**src/rtl/lsu_pkg.sv**
```systemverilog
// Shared types and constants for the RV32I load/store unit.
// Latency: n/a (declarations only).
// Backpressure: n/a (declarations only).
// Contents: FSM state enum and the RV32I funct3 width encodings.
package lsu_pkg;

    typedef enum logic [1:0] {
        IDLE = 2'd0,
        REQ  = 2'd1,
        WAIT = 2'd2,
        DONE = 2'd3
    } lsu_state_e;

    // Access width encodings; store funct3 uses the same low three values.
    localparam logic [2:0] F3_B  = 3'b000;
    localparam logic [2:0] F3_H  = 3'b001;
    localparam logic [2:0] F3_W  = 3'b010;
    localparam logic [2:0] F3_BU = 3'b100;
    localparam logic [2:0] F3_HU = 3'b101;

endpackage

```
**src/rtl/load_store_unit_if.sv**
```systemverilog
// Execute-side request/response and data-memory bus of the load/store unit.
// Latency: n/a (wires only).
// Backpressure: lsu_valid is held by the source until lsu_ready is seen at a posedge.
// Ports: lsu_* = execute handshake and payload, mem_* = single-port data memory.
//        slave modport is the unit itself; master modport is the surrounding pipeline/memory.
interface load_store_unit_if #(
    parameter int DataWidth = 32,
    parameter int Address   = 8
);
    logic                 lsu_valid;
    logic                 lsu_ready;
    logic                 lsu_is_store;
    logic [2:0]           lsu_funct3;
    logic [31:0]          lsu_addr;
    logic [DataWidth-1:0] lsu_wdata;
    logic                 lsu_done;
    logic [DataWidth-1:0] lsu_rdata;
    logic                 lsu_err;

    logic                 mem_request;
    logic                 mem_we_re;
    logic [3:0]           mem_mask;
    logic [Address-1:0]   mem_address;
    logic [DataWidth-1:0] mem_wdata;
    logic [DataWidth-1:0] mem_rdata;

    modport slave (
        input  lsu_valid, lsu_is_store, lsu_funct3, lsu_addr, lsu_wdata, mem_rdata,
        output lsu_ready, lsu_done, lsu_rdata, lsu_err,
               mem_request, mem_we_re, mem_mask, mem_address, mem_wdata
    );

    modport master (
        output lsu_valid, lsu_is_store, lsu_funct3, lsu_addr, lsu_wdata, mem_rdata,
        input  lsu_ready, lsu_done, lsu_rdata, lsu_err,
               mem_request, mem_we_re, mem_mask, mem_address, mem_wdata
    );

endinterface

```
**src/rtl/load_align.sv**
```systemverilog
// Selects the addressed byte/halfword of a memory word and sign/zero-extends it.
// Latency: purely combinational.
// Backpressure: none.
// Ports: mem_rdata = raw word, funct3 = load type, offset = byte offset in word,
//        data = extended 32-bit load result.
module load_align
    import lsu_pkg::*;
(
    input  logic [31:0] mem_rdata,
    input  logic [2:0]  funct3,
    input  logic [1:0]  offset,
    output logic [31:0] data
);

    logic [7:0]  byte_sel;
    logic [15:0] half_sel;

    always_comb begin
        byte_sel = mem_rdata[7:0];
        case (offset)
            2'd0:    byte_sel = mem_rdata[7:0];
            2'd1:    byte_sel = mem_rdata[15:8];
            2'd2:    byte_sel = mem_rdata[23:16];
            default: byte_sel = mem_rdata[31:24];
        endcase
    end

    // Halfwords are only ever aligned here, so offset[1] alone picks the half.
    assign half_sel = offset[1] ? mem_rdata[31:16] : mem_rdata[15:0];

    always_comb begin
        data = mem_rdata;
        case (funct3)
            F3_B:    data = {{24{byte_sel[7]}}, byte_sel};
            F3_BU:   data = {24'd0, byte_sel};
            F3_H:    data = {{16{half_sel[15]}}, half_sel};
            F3_HU:   data = {16'd0, half_sel};
            default: data = mem_rdata;
        endcase
    end

endmodule

```
**src/rtl/load_store_unit.sv**
```systemverilog
// RV32I load/store unit: byte address -> word address + lane mask, store replication, load extension.
// Latency: store done 2 cycles after accept, load 3, error 1; memory read is registered one cycle.
// Backpressure: lsu_ready is high only in IDLE, so one transaction is in flight at a time.
// Ports: clk/rst (sync active-high), bus = load_store_unit_if slave modport (lsu_* and mem_*).
module load_store_unit
    import lsu_pkg::*;
#(
    parameter int DataWidth = 32,
    parameter int Address   = 8
) (
    input  logic                 clk,
    input  logic                 rst,
    load_store_unit_if.slave     bus
);

    lsu_state_e           state_q;
    lsu_state_e           state_d;

    logic                 is_store_q;
    logic [2:0]           funct3_q;
    logic [1:0]           off_q;
    logic [Address-1:0]   waddr_q;
    logic [DataWidth-1:0] wdata_q;
    logic [3:0]           mask_q;
    logic                 err_q;
    logic [DataWidth-1:0] rdata_q;

    logic                 accept;
    logic                 req_err;
    logic [3:0]           req_mask;
    logic [DataWidth-1:0] req_wdata;
    logic [DataWidth-1:0] load_val;

    // Address bits above the memory depth are dropped on purpose (wrap-around).
    logic                 unused_addr_hi;
    assign unused_addr_hi = ^bus.lsu_addr[31:Address+2];

    assign accept = (state_q == IDLE) && bus.lsu_valid;

    // Misalignment and illegal funct3 detection on the incoming request.
    always_comb begin
        req_err = 1'b0;
        if (bus.lsu_is_store) begin
            case (bus.lsu_funct3)
                F3_B:    req_err = 1'b0;
                F3_H:    req_err = bus.lsu_addr[0];
                F3_W:    req_err = |bus.lsu_addr[1:0];
                default: req_err = 1'b1;
            endcase
        end else begin
            case (bus.lsu_funct3)
                F3_B, F3_BU: req_err = 1'b0;
                F3_H, F3_HU: req_err = bus.lsu_addr[0];
                F3_W:        req_err = |bus.lsu_addr[1:0];
                default:     req_err = 1'b1;
            endcase
        end
    end

    // Lane mask and replicated write data; loads always read the full word.
    always_comb begin
        req_mask  = 4'b1111;
        req_wdata = bus.lsu_wdata;
        if (bus.lsu_is_store) begin
            case (bus.lsu_funct3)
                F3_B: begin
                    req_mask  = 4'b0001 << bus.lsu_addr[1:0];
                    req_wdata = {4{bus.lsu_wdata[7:0]}};
                end
                F3_H: begin
                    req_mask  = bus.lsu_addr[1] ? 4'b1100 : 4'b0011;
                    req_wdata = {2{bus.lsu_wdata[15:0]}};
                end
                default: begin
                    req_mask  = 4'b1111;
                    req_wdata = bus.lsu_wdata;
                end
            endcase
        end
    end

    always_ff @(posedge clk) begin
        if (rst) begin
            state_q <= IDLE;
        end else begin
            state_q <= state_d;
        end
    end

    always_comb begin
        state_d = state_q;
        case (state_q)
            IDLE:    if (accept) state_d = req_err ? DONE : REQ;
            REQ:     state_d = is_store_q ? DONE : WAIT;
            WAIT:    state_d = DONE;
            default: state_d = IDLE;
        endcase
    end

    // Capture registers; cleared by reset so the memory bus returns to zero.
    always_ff @(posedge clk) begin
        if (rst) begin
            is_store_q <= 1'b0;
            funct3_q   <= 3'd0;
            off_q      <= 2'd0;
            waddr_q    <= '0;
            wdata_q    <= '0;
            mask_q     <= 4'd0;
            err_q      <= 1'b0;
            rdata_q    <= '0;
        end else begin
            if (accept) begin
                is_store_q <= bus.lsu_is_store;
                funct3_q   <= bus.lsu_funct3;
                off_q      <= bus.lsu_addr[1:0];
                waddr_q    <= bus.lsu_addr[Address+1:2];
                wdata_q    <= req_wdata;
                mask_q     <= req_mask;
                err_q      <= req_err;
            end
            // Memory data is valid during WAIT; latch the extended value at its end.
            if (state_q == WAIT) begin
                rdata_q <= load_val;
            end
        end
    end

    load_align u_load_align (
        .mem_rdata (bus.mem_rdata),
        .funct3    (funct3_q),
        .offset    (off_q),
        .data      (load_val)
    );

    assign bus.lsu_ready   = (state_q == IDLE);
    assign bus.lsu_done    = (state_q == DONE);
    assign bus.lsu_err     = (state_q == DONE) && err_q;
    assign bus.lsu_rdata   = rdata_q;
    assign bus.mem_request = (state_q == REQ);
    assign bus.mem_we_re   = (state_q == REQ) && is_store_q;
    assign bus.mem_mask    = (state_q == REQ) ? mask_q : 4'd0;
    assign bus.mem_address = waddr_q;
    assign bus.mem_wdata   = wdata_q;

endmodule

```
**src/flat_wrapper.sv**
```systemverilog
// flat-port wrapper written by rule: the top's interface ports become plain ports
module load_store_unit_flat import lsu_pkg::*;
#(
    parameter int DataWidth = 32,
    parameter int Address   = 8
)
  (clk, rst, bus_lsu_valid, bus_lsu_is_store, bus_lsu_funct3, bus_lsu_addr, bus_lsu_wdata, bus_mem_rdata, bus_lsu_ready, bus_lsu_done, bus_lsu_rdata, bus_lsu_err, bus_mem_request, bus_mem_we_re, bus_mem_mask, bus_mem_address, bus_mem_wdata);
  load_store_unit_if #(.DataWidth(DataWidth), .Address(Address)) bus_i ();
  input  logic clk;
  input  logic rst;
  input wire logic [$bits(bus_i.lsu_valid)-1:0] bus_lsu_valid;
  input wire logic [$bits(bus_i.lsu_is_store)-1:0] bus_lsu_is_store;
  input wire logic [$bits(bus_i.lsu_funct3)-1:0] bus_lsu_funct3;
  input wire logic [$bits(bus_i.lsu_addr)-1:0] bus_lsu_addr;
  input wire logic [$bits(bus_i.lsu_wdata)-1:0] bus_lsu_wdata;
  input wire logic [$bits(bus_i.mem_rdata)-1:0] bus_mem_rdata;
  output wire logic [$bits(bus_i.lsu_ready)-1:0] bus_lsu_ready;
  output wire logic [$bits(bus_i.lsu_done)-1:0] bus_lsu_done;
  output wire logic [$bits(bus_i.lsu_rdata)-1:0] bus_lsu_rdata;
  output wire logic [$bits(bus_i.lsu_err)-1:0] bus_lsu_err;
  output wire logic [$bits(bus_i.mem_request)-1:0] bus_mem_request;
  output wire logic [$bits(bus_i.mem_we_re)-1:0] bus_mem_we_re;
  output wire logic [$bits(bus_i.mem_mask)-1:0] bus_mem_mask;
  output wire logic [$bits(bus_i.mem_address)-1:0] bus_mem_address;
  output wire logic [$bits(bus_i.mem_wdata)-1:0] bus_mem_wdata;
  assign bus_i.lsu_valid = bus_lsu_valid;
  assign bus_i.lsu_is_store = bus_lsu_is_store;
  assign bus_i.lsu_funct3 = bus_lsu_funct3;
  assign bus_i.lsu_addr = bus_lsu_addr;
  assign bus_i.lsu_wdata = bus_lsu_wdata;
  assign bus_i.mem_rdata = bus_mem_rdata;
  assign bus_lsu_ready = bus_i.lsu_ready;
  assign bus_lsu_done = bus_i.lsu_done;
  assign bus_lsu_rdata = bus_i.lsu_rdata;
  assign bus_lsu_err = bus_i.lsu_err;
  assign bus_mem_request = bus_i.mem_request;
  assign bus_mem_we_re = bus_i.mem_we_re;
  assign bus_mem_mask = bus_i.mem_mask;
  assign bus_mem_address = bus_i.mem_address;
  assign bus_mem_wdata = bus_i.mem_wdata;
  load_store_unit #(.DataWidth(DataWidth), .Address(Address)) u_core (.clk(clk), .rst(rst), .bus(bus_i));
endmodule
```
**config.mk**
```make
export PLATFORM = sky130hd
export DESIGN_NAME = load_store_unit_flat
export DESIGN_NICKNAME = d
export VERILOG_FILES = /design/src/rtl/lsu_pkg.sv /design/src/rtl/load_store_unit_if.sv /design/src/rtl/load_align.sv /design/src/rtl/load_store_unit.sv /design/src/flat_wrapper.sv
export SDC_FILE = /design/constraint.sdc
export NUM_CORES = 1
export LEC_CHECK = 0
export ABC_CLOCK_PERIOD_IN_PS = 1600
export CELL_PAD_IN_SITES_DETAIL_PLACEMENT = 0
export CELL_PAD_IN_SITES_GLOBAL_PLACEMENT = 1
export CORE_MARGIN = 2
export CORE_UTILIZATION = 40
export CTS_BUF_LIST = sky130_fd_sc_hd__clkbuf_8
export DETAILED_ROUTE_END_ITERATION = 7
export DONT_BUFFER_PORTS = 1
export PLACE_DENSITY = 0.81
export SYNTH_ARGS = -nofsm -noshare
export SYNTH_HDL_FRONTEND = slang
export SYNTH_SLANG_ARGS = --single-unit
```
**constraint.sdc**
```tcl
create_clock -name clk -period 1.6 [get_ports clk]
set_clock_uncertainty 0.2 [all_clocks]
set_input_delay 0.4 -clock clk [delete_from_list [all_inputs] [get_ports clk]]
set_output_delay 0.4 -clock clk [all_outputs]
set_load 0.05 [all_outputs]
```
Word-level counts from Yosys, hierarchy flattened
Cells that the tools add are included.
- bits of input ports: 103
- logic and storage cells: 49
- bits in registers: 85
- mux-type cells: 16
- equality and inequality tests: 13
- reduce and logical (&&, ||, !) cells: 10
- shift operators: 1
- operator list (kind ; number):
    $pmux W32 S4 ; 1
    $pmux W32 S2 ; 1
    $mux W32 ; 1
    $pmux W8 S3 ; 1
    $mux W16 ; 1
    $eq A3 B3 Y1 const B ; 4
    $mux W4 ; 3
    $pmux W4 S2 ; 1
    $eq A2 B2 Y1 const B ; 3
    $eq A3 B1 Y1 const B ; 2
    $logic_not A3 Y1 ; 2
    $pmux W1 S3 ; 2
    $pmux W2 S3 ; 1
    $reduce_or A2 Y1 ; 3
    $eq A2 B1 Y1 const B ; 2
    $logic_not A2 Y1 ; 2
    $mux W2 ; 2
    $shl A1 B2 Y4 const A ; 1
    $eq A3 B2 Y1 const B ; 1
    $logic_and A1 B1 Y1 ; 3
    $mux W1 ; 2
    $ne A2 B1 Y1 const B ; 1

Longest topological paths before layout
- depth in word-level cells: 7
- mapped depth: 8
- depth with buffers taken out: 6

Modules after synthesis
A second synthesis with hierarchy kept.
- cell total of the unflattened synthesis: 523
- area total of the unflattened synthesis: 4540.6 µm²
- by module, submodules not included (module ; area an instance (µm²) ; cells each ; seq. area each (µm²) ; instances):
    load_store_unit ; 3570.9 ; 390 ; 1701.6 ; 1
    load_align ; 969.7 ; 133 ; 0.0 ; 1

Least setup slack after synthesis
No wires, ideal clock.
- path type: reg-to-reg
- start: register u_core.state_q[0]
- end: register u_core.wdata_q[29] (netlist: u_core.bus.mem_wdata[29])
- buffers on the path: 2
- data arrival time: 1900 ps
- setup slack: -571 ps
- period minus slack after synthesis: 2171 ps
- setup time: 70 ps
- cell stages (with the launch flop): 8
- cell sequence: dfxtp_1 -> inv_1 -> ha_1 -> and2_1 -> clkbuf_1 -> clkbuf_1 -> o211ai_1 -> a21oi_1
- cells in the longest elaborated chain, start to end: 2
- ends and longest elaborated chain (what ; line ; source):
    start, declared ; load_store_unit.sv:16 ; lsu_state_e state_q;
    start signal, assigned ; load_store_unit.sv:86 ; state_q <= state_d;
    $logic_not A2 Y1 ; - ;
    named net bus_lsu_ready ; flat_wrapper.sv:17 ; output wire logic [$bits(bus_i.lsu_ready)-1:0] bus_lsu_ready;
    $logic_and A1 B1 Y1 ; load_store_unit.sv:38 ; assign accept = (state_q == IDLE) && bus.lsu_valid;
    end signal, assigned ; load_store_unit.sv:117 ; wdata_q <= req_wdata;
    end, declared ; load_store_unit.sv:23 ; logic [DataWidth-1:0] wdata_q;
The timed path passes the listed nets, and every way through them passes these cells.
A chain may end at the register's enable or synchronous reset.

Worst setup path after layout
- start: register u_core.state_q[0]
- end: output port bus_mem_we_re
- cells in the longest elaborated chain, start to end: 2
- ends and longest elaborated chain (what ; line ; source):
    $eq A2 B1 Y1 ; load_store_unit.sv:140 ; assign bus.mem_we_re = (state_q == REQ) && is_store_q;
    $logic_and A1 B1 Y1 ; load_store_unit.sv:140 ;
    end, declared ; flat_wrapper.sv:22 ; output wire logic [$bits(bus_i.mem_we_re)-1:0] bus_mem_we_re;
Every way passes these cells.

==> impl_metrics.csv <==
group,metric,value,unit
finish,post-route-cell-area,0.00520,mm²
worst_setup_path,cp-start-kind,"flip-flop",
grt,grt_util_met3,0.0746,
power,leakagePower,0.00187,µW
grt,grt_pass1_wl,16600,µm
sta,final.setup.worst_slack,-0.216,ns
finish,multi_input_area,0.00236,mm²
cts,numCtsBuffers,9,
cts,htreeDepth,3,
grt,grt_pass1_vias,3468,
route,ant_nets,0,
sta,period_share,1.14,
route,drt_first_pass_iters,4,
sta,tightestPinTransition,0.279,ns
run_status,status,"complete, but fails checks",
finish,post_route_cells_drive_above_1_share,0.391,
sta,final.min_clock_period,1.82,ns
worst_setup_path,cp_data_required_time,1.00,ns
grt,grt_usage,0.201,
synth,synth_nets,566,
placement,port_buffers,0,
min_path,hold_path.class,"in2reg",
route,wire_per_inst,17.6,µm
finish,final_common_cell,"nand2_1",
worst_setup_path,r2r.worst_path.cells,5,
placement,place_ws,-0.181,ns
finish,final_cell_mix,"nand2_1, buf_4, dfxtp_1, a21oi_1, nor2_1",
cts,cts.sinks,85,
grt,grt_max_degree,86,
worst_setup_path,end_kind,"output port",
sta,setup_viol,28,
sta,relSlewSlack,0.810,
worst_setup_path,critPathKind,"reg2out",
finish,antennaDiodeCount,0,
cts,clk_pin_slew,0.09,ns
synth,synth_area_per_cell,8.52,µm²
sta,rsz0062_at_grt,"yes",
die,die_x,103,µm
worst_setup_path,worstPathMaxFanout,7,
finish,fillers,890,
die,placementRows,36,
route,via_per_inst,5.65,
finish,fin_nets,609,
worst_setup_path,reg2reg_setup_slack,-0.09,ns
cts,cts_root_buf,"clkbuf_8",
cts,clkLatencyLatePin,0.35,ns
power,peakVddDrop,0.696,mV
synth,yosysSeqAreaShare,0.435,
synth,yosysUniqueCellTypes,37,
power,power_density,1880,mW/mm²
die,ioPinCount,184,
min_path,min_from,"rst",
worst_setup_path,r2r_start,"u_core.off_q[0]",
min_path,hold_path_depth,1,
synth,syn_inst,459,
worst_setup_path,rr_endpoint,"u_core.bus.lsu_rdata[17]",
route,drt_iter0_markers,96,
grt,antenna_found_initial,0,
die,fp.dieH,103,µm
sta,drv_slew,0,
worst_setup_path,critPathLaunch,"u_core.state_q[0]",
grt,gr-usage-met1,0.224,
synth,syn_area,0.00391,mm²
cts,cts_buffer_depth,2,
grt,grt_overflow,0,
cts,cts_tree,"built",
sta,hold_viol,84,
route,wl,11300,µm
route,drcViolationCount,0,
grt,grt-busiest-layer,"met2",
placement,gp_congestion,0.828,
placement,hpwl,7720,µm
sta,timing.hold.ws,-0.109,ns
run_status,violations,"negative hold slack, negative setup slack",
synth,ys_seq_elements,85,
route,vias,3617,
finish,areaGrowthSynthToFinish,32.8,%
grt,use_met2,0.344,
die,coreArea,0.00964,mm²
synth,ys_warn_count,0,
flow_run,cap_viol_max_count,0,
finish,register_area,0.00176,mm²
sta,max_freq,0.551,GHz
worst_setup_path,crit_arrival,1.22,ns
placement,place_area,0.00455,mm²
die,start_util,0.406,
die,die_area,0.0106,mm²
min_path,whs_endpoint,"u_core.bus.lsu_rdata[24]",
finish,fin_util,0.539,
[cells by family after synthesis]
logic type | count (synthesis) | share of synthesized area
AOI/OAI and AO/OA | 138 | 0.261
buffers and inverters | 46 | 0.0524
muxes | 25 | 0.0662
and+or+nand+nor | 161 | 0.172
DFF | 85 | 0.435
adders and majority gates | 4 | 0.0128
[worst max-delay path: stages, from the launching register on]
cell and delay [ns]:
dfxtp_4 0.35, buf_6 0.11, ha_4 0.16, and2_4 0.24
[sequential cells by signal (all words and copies together), names as in the netlist]
register / cells
u_core.bus.lsu_rdata: 32
u_core.bus.mem_address: 8
u_core.bus.mem_wdata: 32
u_core.err_q: 1
u_core.funct3_q: 3
u_core.is_store_q: 1
u_core.mask_q: 4
u_core.off_q: 2
u_core.state_q: 2
[routing by layer]
layer / vias to the layer above / wire, µm
met3: 19 / 999
met5: - / 0
met1: 1736 / 4430
met4: 0 / 224
met2: 123 / 5620
li1: 1739 / -
[Yosys cell counts, drive strengths merged]
| cell type | number | area, µm² |
|---|---|---|
| o41ai | 1 | 8.76 |
| a2bb2oi | 1 | 8.76 |
| nand2 | 95 | 357 |
| nand3b | 1 | 7.51 |
| nor3b | 1 | 7.51 |
| and2 | 8 | 50.1 |
| nand2b | 5 | 31.3 |
| mux2 | 7 | 78.8 |
| a32oi | 6 | 52.6 |
| or3 | 1 | 11.3 |
| nand3 | 3 | 15.0 |
| inv | 4 | 15.0 |
| clkbuf | 29 | 109 |
| nor2 | 39 | 146 |
| o21bai | 1 | 7.51 |
| o211ai | 18 | 135 |
| a211oi | 18 | 135 |
| mux2i | 18 | 180 |
| clkinv | 1 | 3.75 |
| a21oi | 43 | 215 |
| o21ai | 5 | 25.0 |
| buf | 12 | 77.6 |
| ha | 4 | 50.1 |
| dfxtp | 85 | 1700 |
| nor2b | 7 | 43.8 |
| o32ai | 2 | 17.5 |
| o22ai | 10 | 62.6 |
| o221a | 1 | 11.3 |
| a221oi | 8 | 70.1 |
| nor3 | 1 | 5.00 |
| a311oi | 24 | 273 |
[worst max path at each step]
stage,end,slack (ns),depth (start not counted)
finish,bus_mem_we_re,-0.22,3
global route,bus_mem_we_re,-0.26,3
CTS,bus_mem_we_re,-0.24,3
detailed placement,u_core.bus.lsu_rdata[8],-0.18,4
global placement,u_core.bus.lsu_rdata[15],-0.15,4
floorplan,u_core.bus.lsu_rdata[21],-0.07,6
[cell type report]
cell class / instances / share of cell area
multi-input cells: 328 / 0.454
flip-flops and latches: 85 / 0.338
repair buffers: 73 / 0.135
well taps: 133 / 0.0320
clock buffers: 12 / 0.0318
inverters: 5 / 0.00530
clock inverters: 4 / 0.00433
[metrics by stage]
step	power (µW)	instances	hold slack (ns)	setup TNS, ns
after CTS	9450	638	-0.125	-2.80
after detailed placement	7710	618	0.246	-4.62
after global placement	7610	618	0.244	-4.01
final	9770	640	-0.109	-2.73
after floorplan	6740	459	0.232	-0.718
after global routing	10300	640	-0.132	-4.62
[report_power, final]
group | switching [µW] | internal (µW)
Sequential | 1080 | 2710
Combinational | 2730 | 1790
Clock | 777 | 685
Total | 4580 | 5190
[repair_timing]
item	4_1_cts	5_1_grt
hold endpoints to repair	84	84
cloned	0	1
setup endpoints to repair	76	44
resized for setup	62	48
pin swaps	7	18
setup buffers	4	1
Note: power is estimated with default switching activity, not from simulation.
